**src/rtl/serial_subtractor_16bit.sv**
```systemverilog
// Digit-serial two's-complement subtractor: diff = A + notB + 1, DIGIT_W bits per clock.
// The carry register is preloaded with 1 and supplies the +1; result and flags are held between operations.
module serial_subtractor_16bit #(
   parameter int DIGIT_W = 4
) (
   input  logic        clk,
   input  logic        rst,
   input  logic [15:0] A,
   input  logic [15:0] notB,
   input  logic        start,
   output logic        busy,
   output logic        done,
   output logic [15:0] diff,
   output logic        carry_out,
   output logic        overflow,
   output logic        zero
);
   localparam int N = 16 / DIGIT_W;

   typedef enum logic [1:0] {S_IDLE, S_RUN, S_DONE} state_t;

   state_t       state_q, state_d;
   logic [15:0]  a_q, a_d, b_q, b_d, res_q, res_d, diff_q, diff_d;
   logic         c_q, c_d, a15_q, a15_d, b15_q, b15_d;
   logic         cout_q, cout_d, ovf_q, ovf_d, zero_q, zero_d;
   logic [4:0]   cnt_q, cnt_d;
   logic [DIGIT_W:0] dsum;
   logic [15:0]  res_nxt;

   assign dsum    = {1'b0, a_q[DIGIT_W-1:0]} + {1'b0, b_q[DIGIT_W-1:0]} + {{DIGIT_W{1'b0}}, c_q};
   // New digit enters at the MSB end so the full word is aligned after N digits.
   assign res_nxt = (res_q >> DIGIT_W) | (16'(dsum[DIGIT_W-1:0]) << (16 - DIGIT_W));

   always_ff @(posedge clk or posedge rst) begin
      if (rst) begin
         state_q <= S_IDLE;
         a_q     <= '0;
         b_q     <= '0;
         res_q   <= '0;
         diff_q  <= '0;
         c_q     <= 1'b0;
         a15_q   <= 1'b0;
         b15_q   <= 1'b0;
         cout_q  <= 1'b0;
         ovf_q   <= 1'b0;
         zero_q  <= 1'b0;
         cnt_q   <= '0;
      end else begin
         state_q <= state_d;
         a_q     <= a_d;
         b_q     <= b_d;
         res_q   <= res_d;
         diff_q  <= diff_d;
         c_q     <= c_d;
         a15_q   <= a15_d;
         b15_q   <= b15_d;
         cout_q  <= cout_d;
         ovf_q   <= ovf_d;
         zero_q  <= zero_d;
         cnt_q   <= cnt_d;
      end
   end

   always_comb begin
      state_d = state_q;
      a_d     = a_q;
      b_d     = b_q;
      res_d   = res_q;
      diff_d  = diff_q;
      c_d     = c_q;
      a15_d   = a15_q;
      b15_d   = b15_q;
      cout_d  = cout_q;
      ovf_d   = ovf_q;
      zero_d  = zero_q;
      cnt_d   = cnt_q;
      case (state_q)
         S_IDLE: begin
            if (start) begin
               a_d     = A;
               b_d     = notB;
               a15_d   = A[15];
               b15_d   = notB[15];
               c_d     = 1'b1;
               res_d   = '0;
               cnt_d   = '0;
               state_d = S_RUN;
            end
         end
         S_RUN: begin
            a_d   = a_q >> DIGIT_W;
            b_d   = b_q >> DIGIT_W;
            res_d = res_nxt;
            c_d   = dsum[DIGIT_W];
            cnt_d = cnt_q + 5'd1;
            if (cnt_q == 5'(N - 1)) begin
               state_d = S_DONE;
               diff_d  = res_nxt;
               cout_d  = dsum[DIGIT_W];
               ovf_d   = (a15_q == b15_q) && (res_nxt[15] != a15_q);
               zero_d  = (res_nxt == 16'h0000);
            end
         end
         S_DONE:  state_d = S_IDLE;
         default: state_d = S_IDLE;
      endcase
   end

   assign busy      = (state_q == S_RUN);
   assign done      = (state_q == S_DONE);
   assign diff      = diff_q;
   assign carry_out = cout_q;
   assign overflow  = ovf_q;
   assign zero      = zero_q;
endmodule

```
**config.mk**
```make
export PLATFORM = sky130hd
export DESIGN_NAME = serial_subtractor_16bit
export DESIGN_NICKNAME = d
export VERILOG_FILES = /design/src/rtl/serial_subtractor_16bit.sv
export SDC_FILE = /design/constraint.sdc
export NUM_CORES = 1
export LEC_CHECK = 0
export ABC_AREA = 1
export CAP_MARGIN = 20
export CORE_ASPECT_RATIO = 0.8
export CORE_MARGIN = 5
export CORE_UTILIZATION = 55
export DETAILED_ROUTE_END_ITERATION = 12
export PLACE_DENSITY = 0.82
export SLEW_MARGIN = 20
export SYNTH_ARGS = -nofsm -noshare
export SYNTH_HDL_FRONTEND = slang
export SYNTH_SLANG_ARGS = --single-unit
export TNS_END_PERCENT = 5
```
**constraint.sdc**
```tcl
create_clock -name clk -period 6.9 [get_ports clk]
set_clock_uncertainty 0.15 [all_clocks]
set_input_delay 1.38 -clock clk [delete_from_list [all_inputs] [get_ports clk]]
set_output_delay 1.38 -clock clk [all_outputs]
set_load 0.02 [all_outputs]
```
==> flow_summary.ini, run 1 <==
[floorplan]
fp-row-count = 24
initial_core_util_pct = 57.2
dieArea_um2 = 7340
fp.dieW_um = 94.6
core_um2 = 5500
die_h_um = 77.6
ios = 56

[drt]
remaining_drc_errors = 0
wl_per_cell_um = 14.6
dr.pass1.iters = 4
vias_per_cell = 5.17
drt_first_iter_violations = 158
routed_wl_mm = 6.73
ant_nets = 0
vias = 2387

[logic_synthesis]
yosysUniqueCellTypes = 28
syn_area_per_cell_um2 = 9.68
yosys-top-cells-area = dfrtp_1 (58%), nand2_1 (12%), o21ai_2 (4.2%), inv_1 (3.7%), a22oi_1 (3.1%)
synth-async-reset-ratio_pct = 100
synthCells = 325
synth-main-ff-cell = dfrtp_1
synth_top_area_share_pct = 58.1
yosys.area.top_type = dfrtp_1
mappedNetlistNets = 366
syn_area_um2 = 3150
synth_edf_count = 0
synth-seq-area-share_pct = 58.1
ys_ff_latch = 73
ys_warn_count = 0

[critical_path]
critPathMaxStageDelay_ns = 0.67
path_cells = inv_1 -> nor2_2 -> buf_4 -> clkdlybuf4s50_1
cp.depth = 4
worstPathArrival_ns = 1.89
crit_path_start_kind = flop
cp.buffers_inverters = 3
crit_type = flop to primary output
endpoint = busy
r2r_start = state_q[0]$_DFFE_PP0P_
crit_path_end_kind = primary output
crit_path_start = state_q[0]$_DFFE_PP0P_
reg2reg_to = a_q[5]$_DFFE_PP0P_
reg2reg_slack_ns = 4.14
crit_family = buffers and inverters
cp_slowest_cell = clkdlybuf4s50_1
r2r_cells = 8
cp.required_ns = 5.37
crit_fanout = 29

[power_and_ir_drop]
p_sw_share_pct = 36.9
seq_power_share_pct = 36.1
p_leak_nw = 1.91
vdd_drop_max_mv = 0.287
combPwrFrac_pct = 39.1
power_switching_mw = 0.715
power_frac_clock_pct = 24.7
power.internal_mw = 1.22
power.density_nw_per_um2 = 483

[cells_and_area]
multi_input_area_um2 = 1110
drive_above_1_share_pct = 10.4
regArea_um2 = 1830
nets = 420
syn_to_final_growth_pct = 27.7
fillers = 397
antenna_cells = 0
final_common_cell = nand2_1
fin_area_um2 = 4020
layout_common_cells = nand2_1 (97), dfrtp_1 (73), clkdlybuf4s50_1 (55), inv_1 (30), nand3_1 (16)

[cts]
clock_sinks = 73
cts_made_buffers = 9
htreeDepth = 3
post_cts_buffers = 0
cts-hold-fix-buffers = 0
clkSlewWorstSetupHoldPaths_ns = 0.08
cts_resized = 0
tritoncts = yes
cts_max_path_buffers = 2
cts-root-buf = clkbuf_8
clkLatencyLatePin_ns = 0.35

[timing]
finalCriticalPeriod_ns = 3.42
setup-tns-final_ns = 0
final-hold-violation-count = 0
slew_headroom_pct = 39.9
fin_crit_sh_pct = 49.6
whs_ns = 0.334
timing.fmax_ghz = 0.292
worst_slew_pin_slew_ns = 0.902
rsz0062_at_grt = no
setup_violations = 0
finalMaxSlewViolations = 0

[outcome]
status = completed

[place]
post_dp_cell_area_um2 = 3720
place.gp.congestion = 0.776
io_buffers = 55
hpwlAfterDp_mm = 4.44

[grt]
overflow = 0
grtUsageTotal_pct = 20.7
antenna_found_initial = 0
grt_max_degree = 74
grt_pass1_wl_mm = 11.7
grt_pass1_vias = 2412

[flow_run]
maxCapViolCount = 0

[min_path]
worstHoldStart = a_q[12]$_DFFE_PP0P_
hold_class = flop to flop
## worst min-delay path: cells and delay by family (launching register included)
family	cells	cell delay [ns]
DFF	1	0.35
and+or+nand+nor	2	0.10
## cell families (layout without fill, tap and decap cells)
| kind of cell | after synthesis | in the layout | synth area share (%) |
|---|---|---|---|
| AO/OA/AOI/OAI | 67 | 67 | 14.8 |
| XOR/XNOR | 1 | 1 | 0.278 |
| adder cells (fa/ha/maj) | 6 | 6 | 2.86 |
| buffers and inverters | 48 | 107 | 6.96 |
| flip-flops | 73 | 73 | 58.1 |
| multiplexers | 1 | 1 | 0.318 |
| AND/OR/NAND/NOR | 129 | 129 | 16.7 |
## through the flow
stage	setup WS [ns]	power [mW]	instances	util (%)
2_1_floorplan	3.52	1.23	325	-
5_1_grt	3.34	2.08	462	73.1
4_1_cts	3.50	1.95	462	73.0
3_3_place_gp	3.37	1.43	446	67.7
3_5_place_dp	3.28	1.47	446	67.7
6_report	3.48	1.94	462	73.1
## sequential cells by signal, indices dropped and copies added, names as in the netlist, 2 cells and up
register  cells
diff         16
cnt_q         5
state_q       2
a_q          16
b_q          16
res_q        12
## routing by layer
layer  track usage, %  wire length (um)  up-vias
li1                 -                 -     1179
met1             28.0              3030     1148
met2             31.6              3290       54
met3             8.12               352        6
met4             5.04                50        0
met5                0                 0        -
## power by group through the flow
stage	Sequential [mW]	Combinational [mW]	Clock, mW
after global placement	0.698	0.735	0
final	0.701	0.759	0.479
after global routing	0.725	0.852	0.507
after detailed placement	0.707	0.758	0
after floorplan	0.735	0.498	0
after CTS	0.701	0.767	0.484
## synthesized netlist by cell type, drive strengths merged (2+ instances only)
| master | number |
|---|---|
| o22ai | 12 |
| inv | 34 |
| a21oi | 4 |
| fa | 2 |
| dfrtp | 73 |
| o21ai | 29 |
| a22oi | 13 |
| nand3 | 16 |
| buf | 13 |
| nor2 | 12 |
| nand4 | 2 |
| a22o | 3 |
| ha | 4 |
| o211ai | 5 |
| nand2 | 97 |
## cell type report
cell class | instances | share of cell area, %
Sequential cell | 73 | 45.5
Timing Repair Buffer | 57 | 14.1
Tap cell | 78 | 2.43
Inverter | 34 | 3.18
Multi-Input combinational cell | 204 | 27.6
Clock inverter | 5 | 3.74
Clock buffer | 11 | 3.52
## how the worst min path moves through the flow
stage / end / slack [ns] / depth (start not counted)
after floorplan: a_q[12]$_DFFE_PP0P_ / 0.29 / 2
after global placement: a_q[12]$_DFFE_PP0P_ / 0.31 / 2
after detailed placement: b_q[6]$_DFFE_PP0P_ / 0.32 / 2
after CTS: b_q[6]$_DFFE_PP0P_ / 0.34 / 2
after global routing: a_q[12]$_DFFE_PP0P_ / 0.35 / 2
final: a_q[12]$_DFFE_PP0P_ / 0.33 / 2
Power figures use the tool's default switching activity.
==> inputs of run 2 (changes only) <==
--- a/config.mk
+++ b/config.mk
@@ -9,9 +9,9 @@
 export CAP_MARGIN = 20
 export CORE_ASPECT_RATIO = 0.8
 export CORE_MARGIN = 5
-export CORE_UTILIZATION = 55
+export CORE_UTILIZATION = 52
 export DETAILED_ROUTE_END_ITERATION = 12
-export PLACE_DENSITY = 0.82
+export PLACE_DENSITY = 0.78
 export SLEW_MARGIN = 20
 export SYNTH_ARGS = -nofsm -noshare
 export SYNTH_HDL_FRONTEND = slang
==> constraint.sdc (replaced) <==
create_clock -name clk -period 3.3 [get_ports clk]
set_clock_uncertainty 0.15 [all_clocks]
set_input_delay 0.66 -clock clk [delete_from_list [all_inputs] [get_ports clk]]
set_output_delay 0.66 -clock clk [all_outputs]
set_load 0.02 [all_outputs]
==> run 2 against run 1 <==
Net effect:
- hold slack got worse by 0.0018 ns
- die area rose by 5.1%
- flip-flop and latch count unchanged
- non-clock buffer count rose by 2
- worst setup slack worse by 2.9 ns
- utilization fell by 5.6 points
- clock-buffer cell count rose by 1
- critical endpoint unchanged
- largest power group unchanged
==> flow_summary.ini, run 2 (synthesis gave the netlist of run 1 again) <==
[floorplan]
dieArea_um2 = 7710
initial_core_util_pct = 53.5
ios = 56
core_um2 = 5880
fp-row-count = 25
fp.dieW_um = 97.0
die_h_um = 79.6

[critical_path]
crit_path_start_kind = flop
r2r_cells = 8
crit_fanout = 13
crit_path_end_kind = primary output
reg2reg_to = a_q[5]$_DFFE_PP0P_
worstPathArrival_ns = 1.93
r2r_start = state_q[0]$_DFFE_PP0P_
reg2reg_slack_ns = 0.96
crit_type = flop to primary output
cp.required_ns = 2.49

[cts]
clkLatencyLatePin_ns = 0.35
cts_max_path_buffers = 2
clock_sinks = 73
clkSlewWorstSetupHoldPaths_ns = 0.07
cts_made_buffers = 9
post_cts_buffers = 0
htreeDepth = 3
tritoncts = yes
cts-root-buf = clkbuf_8
cts_resized = 0
cts-hold-fix-buffers = 0

[power_and_ir_drop]
power_switching_mw = 1.49
power.internal_mw = 2.30
seq_power_share_pct = 38.5
p_leak_nw = 1.88
vdd_drop_max_mv = 0.429
power.density_nw_per_um2 = 955
p_sw_share_pct = 39.2
combPwrFrac_pct = 42.2
power_frac_clock_pct = 19.3
p_total_mw = 3.79

[grt]
grt_pass1_wl_mm = 11.4
grt_max_degree = 74
antenna_found_initial = 0
grtUsageTotal_pct = 18.6
overflow = 0
grt_pass1_vias = 2431

[timing]
finalCriticalPeriod_ns = 2.74
timing.fmax_ghz = 0.366
slew_headroom_pct = 54.7
final-hold-violation-count = 0
setup-tns-final_ns = 0
rsz0062_at_grt = no
setup_violations = 0
finalMaxSlewViolations = 0
fin_crit_sh_pct = 82.9
whs_ns = 0.332
worst_slew_pin_slew_ns = 0.679

[place]
place.gp.congestion = 0.762
post_dp_cell_area_um2 = 3750
io_buffers = 55
hpwlAfterDp_mm = 4.67

[drt]
ant_nets = 0
vias_per_cell = 5.17
routed_wl_mm = 6.74
drt_first_iter_violations = 138
wl_per_cell_um = 14.4
vias = 2413
dr.pass1.iters = 4
remaining_drc_errors = 0

[cells_and_area]
nets = 422
final_common_cell = nand2_1
fin_util_pct = 67.4
fillers = 477
drive_above_1_share_pct = 11.1
antenna_cells = 0
layout_common_cells = nand2_1 (97), dfrtp_1 (73), clkdlybuf4s50_1 (55), inv_1 (30), nand3_1 (16)
syn_to_final_growth_pct = 26.1
fin_area_um2 = 3970

[min_path]
min_path_cells = 2
hold_end = diff[6]$_DFFE_PP0P_
worstHoldStart = diff[6]$_DFFE_PP0P_
hold_class = flop to flop

[flow_run]
maxCapViolCount = 0

[outcome]
status = completed
[run 2: cell types whose count changed in the layout (fill, tap and decap cells not counted)]
cell        before  now
buf_4            2    3
bufinv_16        5    1
nor2_4           2    1
clkbuf_1         1    0
clkinv_2         0    1
clkinvlp_4       0    2
buf_12           0    1
clkbuf_8        10   12
nor2_2           1    2
[run 2: routing by layer]
layer	vias to the layer above	GRT usage, %	wire length (um)
met5	-	0	0
met1	1144	23.6	2970
met3	17	6.29	430
met4	0	8.27	150
li1	1183	-	-
met2	69	29.3	3190
[run 2: how the worst max path moves through the flow]
stage                                start                end  slack [ns]  cells past startpoint
floorplan                              rst  a15_q$_DFFE_PP0P_        0.64                      1
global placement    state_q[0]$_DFFE_PP0P_               busy        0.95                      3
detailed placement  state_q[0]$_DFFE_PP0P_               busy        0.94                      3
CTS                 state_q[0]$_DFFE_PP0P_               busy        0.55                      3
global route        state_q[0]$_DFFE_PP0P_               busy        0.49                      3
finish              state_q[0]$_DFFE_PP0P_               busy        0.56                      3
[run 2: cell type report]
cell class              count  area (um2)  area share (%)
flip-flops and latches     73        1830            46.1
clock inverters             4        50.0            1.26
clock buffers              12         165            4.16
well taps                  81         101            2.56
multi-input cells         204        1100            27.8
repair buffers             59         593            15.0
inverters                  34         128            3.22
[run 2: power groups by stage]
| stage | Combinational [mW] | Sequential (mW) | Clock, mW |
|---|---|---|---|
| after floorplan | 1.04 | 1.54 | 0 |
| after global placement | 1.56 | 1.45 | 0 |
| after detailed placement | 1.61 | 1.47 | 0 |
| after CTS | 1.62 | 1.46 | 0.748 |
| after global routing | 1.79 | 1.50 | 0.793 |
| final | 1.60 | 1.46 | 0.732 |
[run 2: worst max-delay path: stages, from the launching register on]
cell,delay (ns)
dfrtp_1,0.38
inv_1,0.06
nor2_2,0.43
clkdlybuf4s50_1,0.72
[run 2: through the flow]
stage	worst slack, ns	std cells
3_5_place_dp	0.941	451
2_1_floorplan	0.637	325
3_3_place_gp	0.954	451
5_1_grt	0.491	467
4_1_cts	0.548	467
6_report	0.565	467
==> inputs of run 3 (changes only) <==
==> constraint.sdc (replaced) <==
create_clock -name clk -period 2.52 [get_ports clk]
set_clock_uncertainty 0.15 [all_clocks]
set_input_delay 0.504 -clock clk [delete_from_list [all_inputs] [get_ports clk]]
set_output_delay 0.504 -clock clk [all_outputs]
set_load 0.02 [all_outputs]
==> run 3 against run 2 <==
Net effect:
- final area grew 1.5%
- global-route usage grew 0.83 points
- die area is the same
- clock power grew 61%
- clock-buffer cell count shrank 2
- register-to-register slack lost 0.64 ns
- critical path type unchanged
- critical endpoint unchanged
- highest routed layer unchanged
==> flow_summary.ini, run 3 (synthesis gave the netlist of run 1 again) <==
[cts]
cts-hold-fix-buffers = 0
cts_resized = 0
cts_max_path_buffers = 2
tritoncts = yes
cts_made_buffers = 9
htreeDepth = 3
cts-root-buf = clkbuf_8
clkLatencyLatePin_ns = 0.35
clock_sinks = 73
clkSlewWorstSetupHoldPaths_ns = 0.07
post_cts_buffers = 0

[drt]
remaining_drc_errors = 0
drt_first_iter_violations = 193
ant_nets = 0
routed_wl_mm = 6.99
vias = 2448
wl_per_cell_um = 14.9
vias_per_cell = 5.22
dr.pass1.iters = 5

[critical_path]
reg2reg_to = zero$_DFFE_PP0P_
crit_path_end_kind = primary output
crit_path_start = state_q[1]$_DFFE_PP0P_
reg2reg_slack_ns = 0.32
crit_type = flop to primary output
worstPathArrival_ns = 1.62
r2r_cells = 9
endpoint = busy
critPathMaxStageDelay_ns = 0.65
crit_fanout = 3
crit_path_start_kind = flop
r2r_start = a_q[0]$_DFFE_PP0P_
cp_slowest_cell = clkdlybuf4s50_1
path_cells = nor2_2 -> clkdlybuf4s50_1
cp.required_ns = 1.87

[floorplan]
fp.dieW_um = 97.0
die_h_um = 79.6
dieArea_um2 = 7710
ios = 56
core_um2 = 5880
initial_core_util_pct = 53.5
fp-row-count = 25

[grt]
overflow = 0
grt_max_degree = 74
antenna_found_initial = 0
grtUsageTotal_pct = 19.5
grt_pass1_vias = 2500
grt_pass1_wl_mm = 11.9

[power_and_ir_drop]
power_switching_mw = 2.00
vdd_drop_max_mv = 0.613
power_frac_clock_pct = 22.5
seq_power_share_pct = 36.4
combPwrFrac_pct = 41.1
power.internal_mw = 3.26
p_sw_share_pct = 38.0
p_total_mw = 5.26
power.density_nw_per_um2 = 1310
p_leak_nw = 1.92

[timing]
fin_crit_sh_pct = 90.2
timing.fmax_ghz = 0.440
finalMaxSlewViolations = 0
final-hold-violation-count = 0
rsz0062_at_grt = no
worst_slew_pin_slew_ns = 0.693
slew_headroom_pct = 53.8
finalCriticalPeriod_ns = 2.27
setup-tns-final_ns = 0
setup_violations = 0

[cells_and_area]
drive_above_1_share_pct = 11.3
regArea_um2 = 1830
fillers = 497
multi_input_area_um2 = 1100
layout_common_cells = nand2_1 (97), dfrtp_1 (73), clkdlybuf4s50_1 (55), inv_1 (30), nand3_1 (16)
final_common_cell = nand2_1
antenna_cells = 0
nets = 424
final_cells = 469
syn_to_final_growth_pct = 27.9

[place]
hpwlAfterDp_mm = 4.83
place_inst = 453
place.gp.congestion = 0.747
io_buffers = 55

[flow_run]
maxCapViolCount = 0

[outcome]
status = completed

[min_path]
min_path_cells = 2
hold_class = flop to flop
## run 3: area by class of cell
cell class / count / area share, %
clock inverter: 6 / 3.23
timing repair buffer: 61 / 15.1
sequential: 73 / 45.4
multi-input combinational: 204 / 27.4
tap: 81 / 2.52
clock buffer: 10 / 3.17
inverter: 34 / 3.17
## run 3: worst max-delay path: cells and delay by family, from the launching register on
family                 cells  cell delay (ns)
DFF                        1             0.41
and+or+nand+nor            1             0.22
buffers and inverters      1             0.65
## run 3: layer usage
metal / vias up / share of wire, % / GRT usage, %
met4: 0 / 1.1 / 5.47
met3: 8 / 4.8 / 6.81
met1: 1213 / 45 / 25.6
li1: 1178 / - / -
met2: 49 / 49 / 30.9
met5: - / 0 / 0
## run 3: how the worst min path moves through the flow
| stage | startpoint | endpoint |
|---|---|---|
| after floorplan | a_q[12]$_DFFE_PP0P_ | a_q[12]$_DFFE_PP0P_ |
| after global placement | a_q[14]$_DFFE_PP0P_ | a_q[14]$_DFFE_PP0P_ |
| after detailed placement | diff[6]$_DFFE_PP0P_ | diff[6]$_DFFE_PP0P_ |
| after CTS | diff[6]$_DFFE_PP0P_ | diff[6]$_DFFE_PP0P_ |
| after global routing | diff[13]$_DFFE_PP0P_ | diff[13]$_DFFE_PP0P_ |
| final | diff[6]$_DFFE_PP0P_ | diff[6]$_DFFE_PP0P_ |
## run 3: per-stage QoR
stage | setup WS (ns) | instance area [um2] | utilization [%] | hold WS (ns)
2_1_floorplan | 0.0127 | 3150 | - | 0.293
3_3_place_gp | 0.431 | 3770 | 64.0 | 0.309
3_5_place_dp | 0.415 | 3770 | 64.0 | 0.317
4_1_cts | 0.220 | 4020 | 68.4 | 0.335
5_1_grt | 0.166 | 4020 | 68.4 | 0.349
6_report | 0.246 | 4020 | 68.4 | 0.329
## run 3: power by group through the flow
stage / combinational [mW] / clock (mW) / sequential (mW)
after floorplan: 1.36 / 0 / 2.01
after global placement: 2.07 / 0 / 1.92
after detailed placement: 2.16 / 0 / 1.93
after CTS: 2.18 / 1.20 / 1.91
after global routing: 2.40 / 1.25 / 1.97
final: 2.16 / 1.18 / 1.91
